--- src/rtl/axi_stream_arb_pkg.sv ---
// Shared types and constants for the two-input AXI-Stream round-robin arbiter.
package axi_stream_arb_pkg;

  // Grant register encoding: no owner, or input 0 / input 1 owns the stream.
  typedef enum logic [1:0] {
    IDLE   = 2'd0,
    GRANT0 = 2'd1,
    GRANT1 = 2'd2
  } grant_state_t;

  // Source tag carried alongside every beat through the skid buffer.
  localparam logic SRC_IN0 = 1'b0;
  localparam logic SRC_IN1 = 1'b1;

  // Width needed to count beats inside one burst quantum.
  function automatic int beat_cnt_width(input int burst_len);
    return $clog2(burst_len);
  endfunction

endpackage

--- src/rtl/axis_skid_buffer.sv ---
// Two-entry skid buffer. The head register drives the output directly, so the
// output payload is held stable while the consumer stalls. The full flag is a
// register so upstream ready never sees the downstream ready combinationally.
module axis_skid_buffer #(
  parameter int WIDTH = 33
) (
  input  logic             clk,
  input  logic             rst,
  input  logic             push,
  input  logic [WIDTH-1:0] push_data,
  input  logic             out_ready,
  output logic [WIDTH-1:0] out_data,
  output logic             out_valid,
  output logic             full,
  output logic             empty
);

  logic [WIDTH-1:0] head_p1;
  logic [WIDTH-1:0] tail_p1;
  logic [1:0]       cnt_p1;
  logic [1:0]       cnt_nxt;
  logic             full_p1;
  logic             push_ok;
  logic             pop;

  // A push into a full buffer is ignored; the arbiter never issues one.
  assign push_ok = push && !full_p1;
  assign pop     = (cnt_p1 != 2'd0) && out_ready;

  // Occupancy after this cycle's push/pop pair.
  always_comb begin
    cnt_nxt = cnt_p1;
    case ({push_ok, pop})
      2'b10:   cnt_nxt = cnt_p1 + 2'd1;
      2'b01:   cnt_nxt = cnt_p1 - 2'd1;
      default: cnt_nxt = cnt_p1;
    endcase
  end

  // ---- storage stage: head feeds the output, tail absorbs a stall ----
  // Move data between push input, tail and head and track occupancy.
  always_ff @(posedge clk or posedge rst) begin
    if (rst) begin
      head_p1 <= '0;
      tail_p1 <= '0;
      cnt_p1  <= 2'd0;
      full_p1 <= 1'b0;
    end else begin
      case ({push_ok, pop})
        2'b10: begin
          if (cnt_p1 == 2'd0) head_p1 <= push_data;
          else                tail_p1 <= push_data;
        end
        2'b01: begin
          if (cnt_p1 == 2'd2) head_p1 <= tail_p1;
        end
        2'b11: begin
          if (cnt_p1 == 2'd1) begin
            head_p1 <= push_data;
          end else begin
            head_p1 <= tail_p1;
            tail_p1 <= push_data;
          end
        end
        default: ;
      endcase
      cnt_p1  <= cnt_nxt;
      full_p1 <= (cnt_nxt == 2'd2);
    end
  end

  assign out_data  = head_p1;
  assign out_valid = (cnt_p1 != 2'd0);
  assign full      = full_p1;
  assign empty     = (cnt_p1 == 2'd0);

endmodule

--- src/rtl/axi_stream_rr_arbiter.sv ---
// Two-input AXI-Stream arbiter: in0 (full width) and in1 (narrow, zero-extended)
// share one registered output stream. Grants rotate round-robin with a burst
// quantum so a continuously valid input cannot starve the other.
module axi_stream_rr_arbiter
  import axi_stream_arb_pkg::*;
#(
  parameter int DATA_WIDTH   = 32,
  parameter int NARROW_WIDTH = 16,
  parameter int BURST_LEN    = 4
) (
  input  logic                    ap_clk,
  input  logic                    ap_rst,
  input  logic [DATA_WIDTH-1:0]   s_axis_in0_tdata,
  input  logic                    s_axis_in0_tvalid,
  output logic                    s_axis_in0_tready,
  input  logic [NARROW_WIDTH-1:0] s_axis_in1_tdata,
  input  logic                    s_axis_in1_tvalid,
  output logic                    s_axis_in1_tready,
  output logic [DATA_WIDTH-1:0]   m_axis_out0_tdata,
  output logic                    m_axis_out0_tvalid,
  input  logic                    m_axis_out0_tready,
  output logic                    m_axis_out0_src,
  output logic                    busy
);

  // A quantum of one still needs a one-bit counter to hold the constant 0.
  localparam int CW_RAW = beat_cnt_width(BURST_LEN);
  localparam int CW     = (CW_RAW < 1) ? 1 : CW_RAW;
  localparam logic [CW-1:0] CNT_LAST = CW'(BURST_LEN - 1);

  grant_state_t          state;
  logic                  rr_last;
  logic [CW-1:0]         beat_cnt;
  logic                  skid_full;
  logic                  skid_empty;
  logic                  hs0;
  logic                  hs1;
  logic                  push;
  logic [DATA_WIDTH:0]   push_data;
  logic [DATA_WIDTH:0]   out_data;
  logic [DATA_WIDTH-1:0] in1_ext;

  // Ready depends only on registered state, never on the downstream ready.
  assign s_axis_in0_tready = (state == GRANT0) && !skid_full;
  assign s_axis_in1_tready = (state == GRANT1) && !skid_full;

  assign hs0  = s_axis_in0_tvalid && s_axis_in0_tready;
  assign hs1  = s_axis_in1_tvalid && s_axis_in1_tready;
  assign push = hs0 || hs1;

  // Zero-extend the narrow payload to the output width.
  always_comb begin
    in1_ext                   = '0;
    in1_ext[NARROW_WIDTH-1:0] = s_axis_in1_tdata;
  end

  // Select the accepted beat and tag it with its source.
  always_comb begin
    push_data = {SRC_IN1, in1_ext};
    if (hs0) push_data = {SRC_IN0, s_axis_in0_tdata};
  end

  // ---- grant stage: registered owner, burst counter and round-robin pointer ----
  // Grant FSM: pick an owner from IDLE, rotate on quantum expiry or when the
  // owner goes idle, and never move the grant while the owner holds valid.
  always_ff @(posedge ap_clk or posedge ap_rst) begin
    if (ap_rst) begin
      state    <= IDLE;
      rr_last  <= SRC_IN1;
      beat_cnt <= '0;
    end else begin
      case (state)
        IDLE: begin
          beat_cnt <= '0;
          if (s_axis_in0_tvalid && s_axis_in1_tvalid)
            state <= (rr_last == SRC_IN1) ? GRANT0 : GRANT1;
          else if (s_axis_in0_tvalid)
            state <= GRANT0;
          else if (s_axis_in1_tvalid)
            state <= GRANT1;
        end
        GRANT0: begin
          if (hs0 && (beat_cnt == CNT_LAST)) begin
            beat_cnt <= '0;
            if (s_axis_in1_tvalid) begin
              state   <= GRANT1;
              rr_last <= SRC_IN0;
            end
          end else if (!s_axis_in0_tvalid) begin
            beat_cnt <= '0;
            rr_last  <= SRC_IN0;
            state    <= s_axis_in1_tvalid ? GRANT1 : IDLE;
          end else if (hs0) begin
            beat_cnt <= beat_cnt + CW'(1);
          end
        end
        GRANT1: begin
          if (hs1 && (beat_cnt == CNT_LAST)) begin
            beat_cnt <= '0;
            if (s_axis_in0_tvalid) begin
              state   <= GRANT0;
              rr_last <= SRC_IN1;
            end
          end else if (!s_axis_in1_tvalid) begin
            beat_cnt <= '0;
            rr_last  <= SRC_IN1;
            state    <= s_axis_in0_tvalid ? GRANT0 : IDLE;
          end else if (hs1) begin
            beat_cnt <= beat_cnt + CW'(1);
          end
        end
        default: begin
          state    <= IDLE;
          beat_cnt <= '0;
        end
      endcase
    end
  end

  // ---- output stage: skid buffer head is the registered output ----
  axis_skid_buffer #(
    .WIDTH (DATA_WIDTH + 1)
  ) u_skid (
    .clk       (ap_clk),
    .rst       (ap_rst),
    .push      (push),
    .push_data (push_data),
    .out_ready (m_axis_out0_tready),
    .out_data  (out_data),
    .out_valid (m_axis_out0_tvalid),
    .full      (skid_full),
    .empty     (skid_empty)
  );

  assign m_axis_out0_tdata = out_data[DATA_WIDTH-1:0];
  assign m_axis_out0_src   = out_data[DATA_WIDTH];
  assign busy              = (state != IDLE) || !skid_empty;

endmodule
--- config.mk ---
export PLATFORM = sky130hd
export DESIGN_NAME = axi_stream_rr_arbiter
export DESIGN_NICKNAME = d
export VERILOG_FILES = /design/src/rtl/axi_stream_arb_pkg.sv /design/src/rtl/axis_skid_buffer.sv /design/src/rtl/axi_stream_rr_arbiter.sv
export SDC_FILE = /design/constraint.sdc
export NUM_CORES = 1
export LEC_CHECK = 0
export ABC_CLOCK_PERIOD_IN_PS = 2600
export BUFFER_PORTS_ARGS = -buffer_cell sky130_fd_sc_hd__buf_2
export CAP_MARGIN = 10
export CORE_ASPECT_RATIO = 1.75
export CORE_MARGIN = 2
export CORE_UTILIZATION = 54
export DETAILED_ROUTE_END_ITERATION = 6
export GPL_TIMING_DRIVEN = 0
export PLACE_DENSITY = 0.81
export SYNTH_ARGS = -nofsm -noshare
export SYNTH_HDL_FRONTEND = slang
export SYNTH_SLANG_ARGS = --single-unit
export TNS_END_PERCENT = 100
--- constraint.sdc ---
create_clock -name ap_clk -period 2.6 [get_ports ap_clk]
set_input_delay 0.13 -clock ap_clk [delete_from_list [all_inputs] [get_ports ap_clk]]
set_output_delay 0.13 -clock ap_clk [all_outputs]
set_load 0.02 [all_outputs]
Yosys cells after proc, flatten, opt, wreduce, memory -nomap -nowiden
Index checks and enable logic that the tools add are counted.
- output and inout port bits: 37
- flip-flop bits (word level): 74
- equality and inequality tests: 19
- muxes and demuxes: 35
- $add $sub $neg: 3
- reductions and logical operators: 25
- operators by type and width (cell ; count):
    33-bit two-way mux ; 6
    33-bit case mux with 3 select lines ; 1
    33-bit case mux with 2 select lines ; 1
    2-bit two-way mux ; 16
    2-bit equality test (second input constant) ; 6
    1-bit logical AND ; 9
    3-bit AND reduction ; 3
    4-bit by 3-bit inequality test with 1-bit output (second input constant) ; 2
    2-bit case mux with 2 select lines ; 2
    2-bit nonzero test ; 4
    1-bit two-way mux ; 7
    2-bit by 1-bit equality test with 1-bit output (second input constant) ; 3
    2-bit inequality test (second input constant) ; 3
    3-bit by 2-bit inequality test with 1-bit output (second input constant) ; 2
    3-bit inequality test (second input constant) ; 2
    2-bit case mux with 3 select lines ; 1
    5-bit AND reduction ; 1
    2-bit by 1-bit adder with 2-bit output (second input constant) ; 2
    2-bit zero test ; 2
    3-bit nonzero test ; 1
    1-bit zero test ; 2
    1-bit logical OR ; 2
    2-bit by 1-bit inequality test with 1-bit output (second input constant) ; 1
    1-bit case mux with 2 select lines ; 1
    other kinds (2) ; 2

Longest topological paths before layout
- depth in word-level cells: 8
- mapped depth: 8
- gate-level depth less buffers: 6

By module
Synthesis repeated with hierarchy kept, for this count alone.
- cells, all modules: 424
- area total of the unflattened synthesis: 4182.8 µm²
- modules (own cells, without submodules) (module ; area an instance (µm²) ; times used ; cells an instance ; sequential area each (µm²)):
    axis_skid_buffer ; 3385.7 ; 1 ; 303 ; 1726.7
    axi_stream_rr_arbiter ; 797.0 ; 1 ; 121 ; 126.4

Worst setup path before layout
No wires, ideal clock.
- kind: flip-flop to flip-flop
- from: register state[0]
- to: register u_skid.head_p1[29] (netlist: u_skid.out_data[29])
- buffers on the path: 2
- path slack: 0.838 ns
- required time: 2.480 ns
- cell stages (with the launch flop): 9
- arrival: 1.642 ns
- setup time: 0.120 ns
- cell sequence: dfrtp_1 inv_1 ha_1 a22o_2 a31o_4 buf_6 buf_6 nand3_1 a21oi_2
- word-level cells in the longest chain between the ends: 8
- elaborated cells on any way between the ends: 19
- those cells by class: eq/ne: 7; mux: 4; reduce/logical: 8
- ends and longest elaborated chain (item ; line ; source):
    from (decl) ; axi_stream_rr_arbiter.sv:31 ; grant_state_t state;
    from (signal assigned) ; axi_stream_rr_arbiter.sv:76 ; state <= (rr_last == SRC_IN1) ? GRANT0 : GRANT1;
    from (signal assigned) ; axi_stream_rr_arbiter.sv:92 ; state <= s_axis_in1_tvalid ? GRANT1 : IDLE;
    from (signal assigned) ; axi_stream_rr_arbiter.sv:107 ; state <= s_axis_in0_tvalid ? GRANT0 : IDLE;
    2-bit by 1-bit equality test with 1-bit output or 2-bit equality test (tied branches) ; axi_stream_rr_arbiter.sv:44, axi_stream_rr_arbiter.sv:45 ;
    1-bit logical AND, on equally long branches ; axi_stream_rr_arbiter.sv:44, axi_stream_rr_arbiter.sv:45 ;
    1-bit logical AND, on equally long branches ; axi_stream_rr_arbiter.sv:47, axi_stream_rr_arbiter.sv:48 ;
    1-bit logical OR ; axi_stream_rr_arbiter.sv:49 ; assign push = hs0 || hs1;
    1-bit logical AND ; axis_skid_buffer.sv:27 ; assign push_ok = push && !full_p1;
    2-bit by 1-bit equality test with 1-bit output or 2-bit equality test (tied branches) ; axis_skid_buffer.sv:49 ; case ({push_ok, pop})
    2-bit by 1-bit inequality test with 1-bit output (no source line), or another cell as far along ; - ;
    3-bit AND reduction (no source line) ; - ;
    to (signal assigned) ; axis_skid_buffer.sv:51 ; if (cnt_p1 == 2'd0) head_p1 <= push_data;
    to (signal assigned) ; axis_skid_buffer.sv:55 ; if (cnt_p1 == 2'd2) head_p1 <= tail_p1;
    to (signal assigned) ; axis_skid_buffer.sv:59 ; head_p1 <= push_data;
    to (decl) ; axis_skid_buffer.sv:18 ; logic [WIDTH-1:0] head_p1;
Parallel ways exist; a longest one is shown, timed or not. The select of a mux whose other input is x is not followed.
A chain may end at the register's enable or synchronous reset.

Worst setup path in the final report
- from: register state[0]
- to: register u_skid.head_p1[22] (netlist: u_skid.out_data[22])
Same word-level chain as after synthesis.

==> run summary <==
status: finished with violations
failing checks: hold timing
switch share: 40.44%
vias per inst: 5.602
fin cells: 588
CP startpoint kind: flip-flop
Buffers on Ports: 89
Syn Nets: 461
DP HPWL: 6.429 mm
row cnt: 40
slowest stage delay, CP: 440 ps
clock skew: 8.281 ps
Multi-input gate area: 1714 µm²
final setup TNS: 0 ps
crit path DAT: 2350 ps
total global routing overflow: 0
Max VDD drop: 0.7178 mV
Avg WL per Cell: 15.32 µm
DR vias: 3294
Seq cells post-synth: 74
CTS tree: yes
DR pass1 iterations: 5
fin. max-slew vios: 0
number of hold buffers added after CTS: 0
Seq pwr share: 32.1%
delay-heaviest family, CP: compound AO/OA/AOI/OAI gates
Power, Total: 0.006084 W
initial antenna violation count: 0
Async S/R FF share, synth: 100.0%
share of layout cells above drive strength 1: 30.36%
DR iter-0 viols: 267
Die Span Y: 115.2 µm
Clk network pwr share: 22.9%
Most used DFF post-synth: dfrtp_1
Hold Crit Class: input port to asynchronous set/reset pin
worst path bufs/invs: 2
period utilization: 80.19%
worst-path maximum fanout: 10
commonest non-fill, non-tap cell in the layout: buf_2
M1 GR Usage: 28.87%
commonest cells after routing, fill and taps aside: buf_2, dfrtp_1, nand2_1
TritonCTS Sinks: 74
Mean Syn Cell Area: 9.531 µm²
IO Pins: 90
Yosys cell types: 44
EDFF count, synth: 0
worst-margin pin slew: 888.1 ps
Reg area: 1853 µm²
M2 GR Usage: 44.05%
Post-DRT Antenna Nets: 0
TritonCTS buffer count: 9
Critical Path Sink Type: flip-flop
Nets: 561
setup violators final: 0
vias in the first global route: 3191
clk buf depth: 2
Syn-to-layout area delta: 23.24%
Reg clk slew, reported paths: 60 ps
CTS-repair resized insts: 0
Overall Global Routing Usage: 25.11%
warnings from Yosys: 0
initial core utilization: 55.60%
Remaining DRCs: 0
dpl cells: 573
Max Fclk: 0.4796 GHz
Leak: 2.282 nW
pwr/cell area: 1295 nW/µm²
die span in x: 67.52 µm
FILL cells: 519
final hold slack: -20.14 ps
Max-Cap Viols: 0
Max-Slew Margin vs Limit: 40.79%
final-report hold violation count: 21
clk root buf: clkbuf_16
fin area: 4698 µm²
NetSw: 0.002460 W
GR Util met3: 4.599%
DP Area: 4365 µm²
later-pin clock latency in the skew report: 340 ps
Mapped Area: 3812 µm²
largest net degree at the start of global routing: 75
# diodes: 0
slowest CP cell: dfrtp_1
layer with the highest usage: met2
crit-path cells: inv_1 > ha_1 > a22oi_4 > o31ai_4 > clkbuf_1 > nor2_1 > a21oi_2
total die area: 7775 µm²
sequential share of the synthesized area: 48.61%
Crit path required time: 2860 ps
Critical Setup Path Class: flip-flop to flip-flop
post-synthesis cell count: 400
clock period minus worst slack: 2085 ps
Logic pwr share: 45.0%
Post-CTS Setup Repair Bufs: 0
first-pass GRT wire length: 14.65 mm
total wire length: 9.010 mm
Pint: 0.003624 W
RSZ-0062 raised after global routing: false
gpl congestion: 0.8230
Core Region: 6857 µm²
H-Tree Level Count: 3
Finished Core Util: 68.52%
[cell families (layout without fill, tap and decap cells)]
| logic type | after synthesis | after routing | share of synthesized area, % |
|---|---|---|---|
| simple gates | 157 | 157 | 18.94 |
| compound gates | 106 | 106 | 18.67 |
| flops | 74 | 74 | 48.61 |
| buf+inv | 37 | 141 | 6.433 |
| mux | 17 | 17 | 4.496 |
| fa+ha+maj | 8 | 8 | 2.626 |
| xor+xnor | 1 | 1 | 0.2298 |
[power by group through the flow]
stage               combinational [W]  clock, W  sequential [W]
floorplan                     0.00167         0         0.00223
global placement              0.00264         0         0.00194
detailed placement            0.00272         0         0.00197
CTS                           0.00275   0.00141         0.00195
global route                  0.00300   0.00147         0.00202
finish                        0.00274   0.00139         0.00195
[routing by layer]
metal / up-vias / routed length, µm
met5: - / 0
met4: 0 / 204
met3: 17 / 505
met2: 123 / 4798
met1: 1584 / 3502
li1: 1570 / -
[layout make-up]
type	instances	share of cell area, %
Buffer	27	4.421
Inverter	10	0.8522
Timing Repair Buffer	89	9.481
Tap cell	84	2.237
Clock inverter	5	2.210
Sequential cell	74	39.44
Multi-Input combinational cell	289	36.48
Clock buffer	10	4.874
[cell usage after synthesis, drive strengths merged, types with 2 or more instances]
library cell  number  area (µm²)
nor2              24       90.09
inv               10       37.54
a22o               4       36.29
clkbuf             6       22.52
and3               2       12.51
nand3b             2       15.01
and3b              2       17.52
ha                 8       100.1
and2              16       100.1
nand3             34       170.2
a31o               2       26.28
o21ai             54       270.3
nor2b              2       12.51
nand2             68       255.2
buf               21       185.2
nor4               2       12.51
mux2i             16       160.2
a21oi             38       272.8
dfrtp             73        1827
[sequential cells by signal, summed over array words and instances, names as in the netlist]
name	flops
beat_cnt	2
rr_last	1
state	2
u_skid.cnt_p1	2
u_skid.full	1
u_skid.out_data	33
u_skid.tail_p1	33
[path summary, 6_finish.rpt]
| path | depth (start not counted) | slack (ps) | end | start |
|---|---|---|---|---|
| worst max-delay path | 7 | 510 | u_skid.out_data[22]$_DFFE_PP0P_ | state[0]$_DFFE_PP0P_ |
| worst min-delay path | 2 | -20 | u_skid.out_data[5]$_DFFE_PP0P_ | ap_rst |
| worst max register to register | 7 | 510 | u_skid.out_data[22]$_DFFE_PP0P_ | state[0]$_DFFE_PP0P_ |
| worst min register to register | 2 | 480 | u_skid.tail_p1[4]$_DFFE_PP0P_ | u_skid.tail_p1[4]$_DFFE_PP0P_ |
| max in group asynchronous | 2 | 2030 | u_skid.tail_p1[23]$_DFFE_PP0P_ | ap_rst |
| min in group ap_clk | 3 | 20 | u_skid.tail_p1[19]$_DFFE_PP0P_ | s_axis_in0_tdata[19] |
[metrics by stage]
stage / hold WS, ps / worst slack [ps]
5_1_grt: 42.77 / 376.4
3_3_place_gp: 363.4 / -266.1
3_5_place_dp: 362.6 / 560.4
6_report: -20.14 / 514.9
2_1_floorplan: 258.0 / 590.0
4_1_cts: 12.26 / 513.6
[worst register-to-register path: stages, from the launching register on]
cell and delay, ps:
dfrtp_1 440, inv_1 110, ha_1 290, a22oi_4 170, o31ai_4 360, clkbuf_1 420
nor2_1 100, a21oi_2 120
(Power assumes the default switching activity.)
